--- config.mk ---
export PLATFORM = sky130hd
export DESIGN_NAME = gray_position_tracker
export DESIGN_NICKNAME = d
export VERILOG_FILES = /design/src/rtl/gray_position_tracker.sv
export SDC_FILE = /design/constraint.sdc
export NUM_CORES = 1
export LEC_CHECK = 0
export ABC_AREA = 1
export CAP_MARGIN = 15
export CORE_UTILIZATION = 45
export CTS_CLUSTER_DIAMETER = 40
export DETAILED_ROUTE_END_ITERATION = 6
export GPL_ROUTABILITY_DRIVEN = 0
export PLACE_DENSITY = 0.69
export SLEW_MARGIN = 15
export SYNTH_ARGS = -nofsm -noshare
export SYNTH_HDL_FRONTEND = slang
export SYNTH_SLANG_ARGS = --single-unit
export TNS_END_PERCENT = 50
--- constraint.sdc ---
create_clock -name clk -period 5 [get_ports clk]
set_clock_uncertainty 0.15 [all_clocks]
set_input_delay 1 -clock clk [delete_from_list [all_inputs] [get_ports clk]]
set_output_delay 1 -clock clk [all_outputs]
set_load 0.1 [all_outputs]
--- src/rtl/gray_position_tracker.sv ---
// Decodes a stream of 3-bit binary/Gray codes and tracks an up/down position from
// +/-1 steps modulo 8, flagging illegal jumps with a saturating error count.
module gray_position_tracker #(
    parameter int POS_W = 8,
    parameter int ERR_W = 4
) (
    input  logic             clk,
    input  logic             rst_n,
    input  logic             in_valid,
    input  logic [2:0]       code_in,
    input  logic             select,
    input  logic             clear,
    output logic [POS_W-1:0] position,
    output logic             dir,
    output logic             step_up,
    output logic             step_down,
    output logic             err_pulse,
    output logic [ERR_W-1:0] err_count,
    output logic             locked
);

    typedef enum logic {
        ST_IDLE  = 1'b0,
        ST_TRACK = 1'b1
    } state_t;

    state_t           state_q, state_d;
    logic [2:0]       prev_q, prev_d;
    logic             sel_q, sel_d;
    logic [POS_W-1:0] position_q, position_d;
    logic             dir_q, dir_d;
    logic             step_up_q, step_up_d;
    logic             step_down_q, step_down_d;
    logic             err_pulse_q, err_pulse_d;
    logic [ERR_W-1:0] err_count_q, err_count_d;

    logic [2:0] code_bin;
    logic [2:0] diff;

    always_comb begin
        code_bin[2] = code_in[2];
        code_bin[1] = code_in[2] ^ code_in[1];
        code_bin[0] = code_in[2] ^ code_in[1] ^ code_in[0];
        if (!select) code_bin = code_in;
    end

    // Wrap-around distance from the last decoded value; 1 is up, 7 is down.
    assign diff = code_bin - prev_q;

    always_ff @(posedge clk) begin
        if (!rst_n) begin
            state_q     <= ST_IDLE;
            prev_q      <= 3'd0;
            sel_q       <= 1'b0;
            position_q  <= '0;
            dir_q       <= 1'b1;
            step_up_q   <= 1'b0;
            step_down_q <= 1'b0;
            err_pulse_q <= 1'b0;
            err_count_q <= '0;
        end else begin
            state_q     <= state_d;
            prev_q      <= prev_d;
            sel_q       <= sel_d;
            position_q  <= position_d;
            dir_q       <= dir_d;
            step_up_q   <= step_up_d;
            step_down_q <= step_down_d;
            err_pulse_q <= err_pulse_d;
            err_count_q <= err_count_d;
        end
    end

    always_comb begin
        state_d = state_q;
        if (clear) begin
            state_d = ST_IDLE;
        end else if (in_valid) begin
            state_d = ST_TRACK;
        end
    end

    always_comb begin
        prev_d      = prev_q;
        sel_d       = sel_q;
        position_d  = position_q;
        dir_d       = dir_q;
        err_count_d = err_count_q;
        step_up_d   = 1'b0;
        step_down_d = 1'b0;
        err_pulse_d = 1'b0;
        if (clear) begin
            position_d  = '0;
            err_count_d = '0;
            dir_d       = 1'b1;
        end else if (in_valid) begin
            prev_d = code_bin;
            sel_d  = select;
            // A first sample or a mode change only re-references, never steps.
            if (state_q == ST_TRACK && select == sel_q) begin
                case (diff)
                    3'd0: ;
                    3'd1: begin
                        position_d = position_q + POS_W'(1);
                        step_up_d  = 1'b1;
                        dir_d      = 1'b1;
                    end
                    3'd7: begin
                        position_d  = position_q - POS_W'(1);
                        step_down_d = 1'b1;
                        dir_d       = 1'b0;
                    end
                    default: begin
                        err_pulse_d = 1'b1;
                        if (err_count_q != {ERR_W{1'b1}}) begin
                            err_count_d = err_count_q + ERR_W'(1);
                        end
                    end
                endcase
            end
        end
    end

    assign position  = position_q;
    assign dir       = dir_q;
    assign step_up   = step_up_q;
    assign step_down = step_down_q;
    assign err_pulse = err_pulse_q;
    assign err_count = err_count_q;
    assign locked    = (state_q == ST_TRACK);

endmodule

==> impl_metrics.yaml <==
clocking:
  path_clk_slew_ps: 110
  root_buffer: "clkbuf_4"
  cts_buffers: 3
  ctsHoldBuffers: 0
  clk_latency_ps: 310
  cts_tree: "yes"
  cts_resized: 0
  cts.sinks: 21
  cts_buffer_depth: 2
  cts_max_level: 1
  postCtsSetupBuffers: 0
power_and_ir_drop:
  powerDensity_nw_per_um2: 211
  p_total_mw: 0.335
  p_leak_nw: 0.733
  peakVddDrop_mv: 0.220
detailed_routing:
  via_per_inst: 5.06
  drt_wl_total_um: 2720
  drtIter0Drc: 19
  first_pass_iters: 4
  drc: 0
  routedWlPerCell_um: 11.6
  dr_total_vias: 1188
  antenna_left: 0
yosys:
  synthSimpleGateAreaFrac_pct: 31.4
  ys_warn_count: 0
  synthesis.area_um2: 1280
  synth_top_family_by_area: "simple AND/OR/NAND/NOR gates"
  yosysUniqueCellTypes: 24
  synth_adder_area_share_pct: 10.9
  synth-main-ff-cell: "dfxtp_1"
  seq_area_frac_synth_pct: 32.8
  synth_cells: 177
  syn_avg_cell_area_um2: 7.25
  ys_ff_latch: 21
  synth_xor_area_share_pct: 5.46
  syn_nets: 195
  synth_compound_area_share_pct: 10.8
  synthMuxAreaShare_pct: 0
  async_flop_share_pct: 0
  synth-edff-count: 0
finish:
  post-route-util_pct: 61.3
  nets: 224
  layout-drive-gt1-share_pct: 10.7
  area.growth.synth_to_final_pct: 23.8
  largest_reg_flops: 8
  antenna_cells: 0
grt:
  grt_max_degree: 13
  grt_pass1_wl_um: 4860
  track_usage_pct: 19.7
  grt_pass1_vias: 1144
  overflow: 0
  antenna_found_initial: 0
sta:
  finalSetupViolCount: 0
  slew_headroom_pct: 34.9
  setup_tns_ps: 0
  tightest_slew_ps: 974
  fin_crit_ps: 4340
  rsz0062_at_grt: "no"
  fin_crit_sh_pct: 86.7
  final-max-slew-violation-count: 0
  hold_violations: 0
  max_freq_mhz: 231
min_path:
  hold_start: "err_count[1]"
  hold_depth: 2
  min_path_type: "reg2reg"
critical_path:
  path_max_fanout: 7
  crit_path_start: "code_in[2]"
  critPathKind: "in2reg"
  required_ps: 5060
  rr_worst_depth: 11
  regToRegStartpoint: "prev_q[0]"
  endpoint_kind: "flop"
  critPathArrivalTime_ps: 4400
  start_kind: "input pin"
die:
  start_util_pct: 49.5
  core-area_um2: 2590
  die-width_um: 55.4
  die_y_um: 55.4
  ios: 25
  rows: 18
  die_area_um2: 3070
flow_run:
  drv_cap: 0
placed_design:
  dp_hpwl_um: 2160
  io_buffers: 24
run_status:
  outcome: "complete, no violations"
## layout by cell type, fill, tap and decap left out, types with 3 or more instances in the layout
cell type        instances
nor2_1                  22
xnor2_1                  5
clkbuf_4                 3
a21oi_1                 13
dfxtp_1                 21
nand2_1                 37
xor2_1                   3
nand2_2                  7
inv_1                   25
o21ai_0                  7
nand4_1                  4
nand3_1                  8
clkdlybuf4s50_1         24
ha_1                     8
## layer usage
| layer | part of all wire, % | global-route usage (%) | vias up |
|---|---|---|---|
| met5 | 0 | 0 | - |
| met4 | 1.8 | 8.21 | 0 |
| met3 | 4.2 | 5.85 | 6 |
| li1 | - | - | 618 |
| met1 | 46 | 23.5 | 537 |
| met2 | 48 | 32.9 | 27 |
## through the flow
step           std cells  cell area (um2)  hold WS, ps  setup slack (ps)
6_report             235             1590          360               663
5_1_grt              235             1590          385               417
4_1_cts              235             1590          365               677
3_5_place_dp         231             1560          348               335
3_3_place_gp         231             1560          340               538
2_1_floorplan        177             1280          324              1180
## cell families after synthesis
logic type | after synthesis
flip-flops | 21
AO/OA/AOI/OAI | 25
buffers and inverters | 28
adder cells (fa/ha/maj) | 10
AND/OR/NAND/NOR | 85
XOR/XNOR | 8
## synthesized netlist by cell type, types with 2 or more instances
master    number  area share [%]
nor2_1        22             6.4
ha_1           8             7.8
fa_1           2             3.1
nand3_1        8             3.1
nand2_2        7             3.4
inv_2          2            0.59
nand4_1        4             2.0
nand2_4        2             1.8
o211ai_1       2             1.2
xor2_1         3             2.0
xnor2_1        5             3.4
nand2_1       37              11
o21ai_0        7             2.7
inv_1         25             7.3
a21oi_1       13             5.1
a21oi_2        2             1.4
dfxtp_1       21              33
## power breakdown
part           leakage (nW)  internal [mW]  switching, mW
Combinational         0.545         0.0293         0.0507
Sequential            0.170          0.170        0.00231
Clock                0.0177         0.0299         0.0520
Total                 0.733          0.230          0.105
## critical path, stage by stage
cell             delay (ps)
clkdlybuf4s50_1         530
nor2_1                   70
nor2_1                  160
xor2_1                  170
inv_1                    70
ha_1                    190
fa_1                    480
nor2_1                  260
nand3_4                 150
inv_1                   230
ha_1                    330
or2_2                   300
nand2_1                 120
o21ai_0                 110
xnor2_1                 150
a21oi_1                  70
## path summary, 6_finish.rpt
check	to	slack (ps)
setup / recovery	position[5]	660
hold / removal	err_count[1]	360
setup reg to reg	position[5]	2000
hold reg to reg	err_count[1]	360
## final cells by class
class | instances | area (um2)
clock buffer | 3 | 22.5
clock inverter | 1 | 5.00
fill | 240 | 1000
inverter | 28 | 110
multi-input combinational | 128 | 752
sequential | 21 | 420
tap | 30 | 37.5
timing repair buffer | 24 | 240
Note: power is estimated with default switching activity, not from simulation.
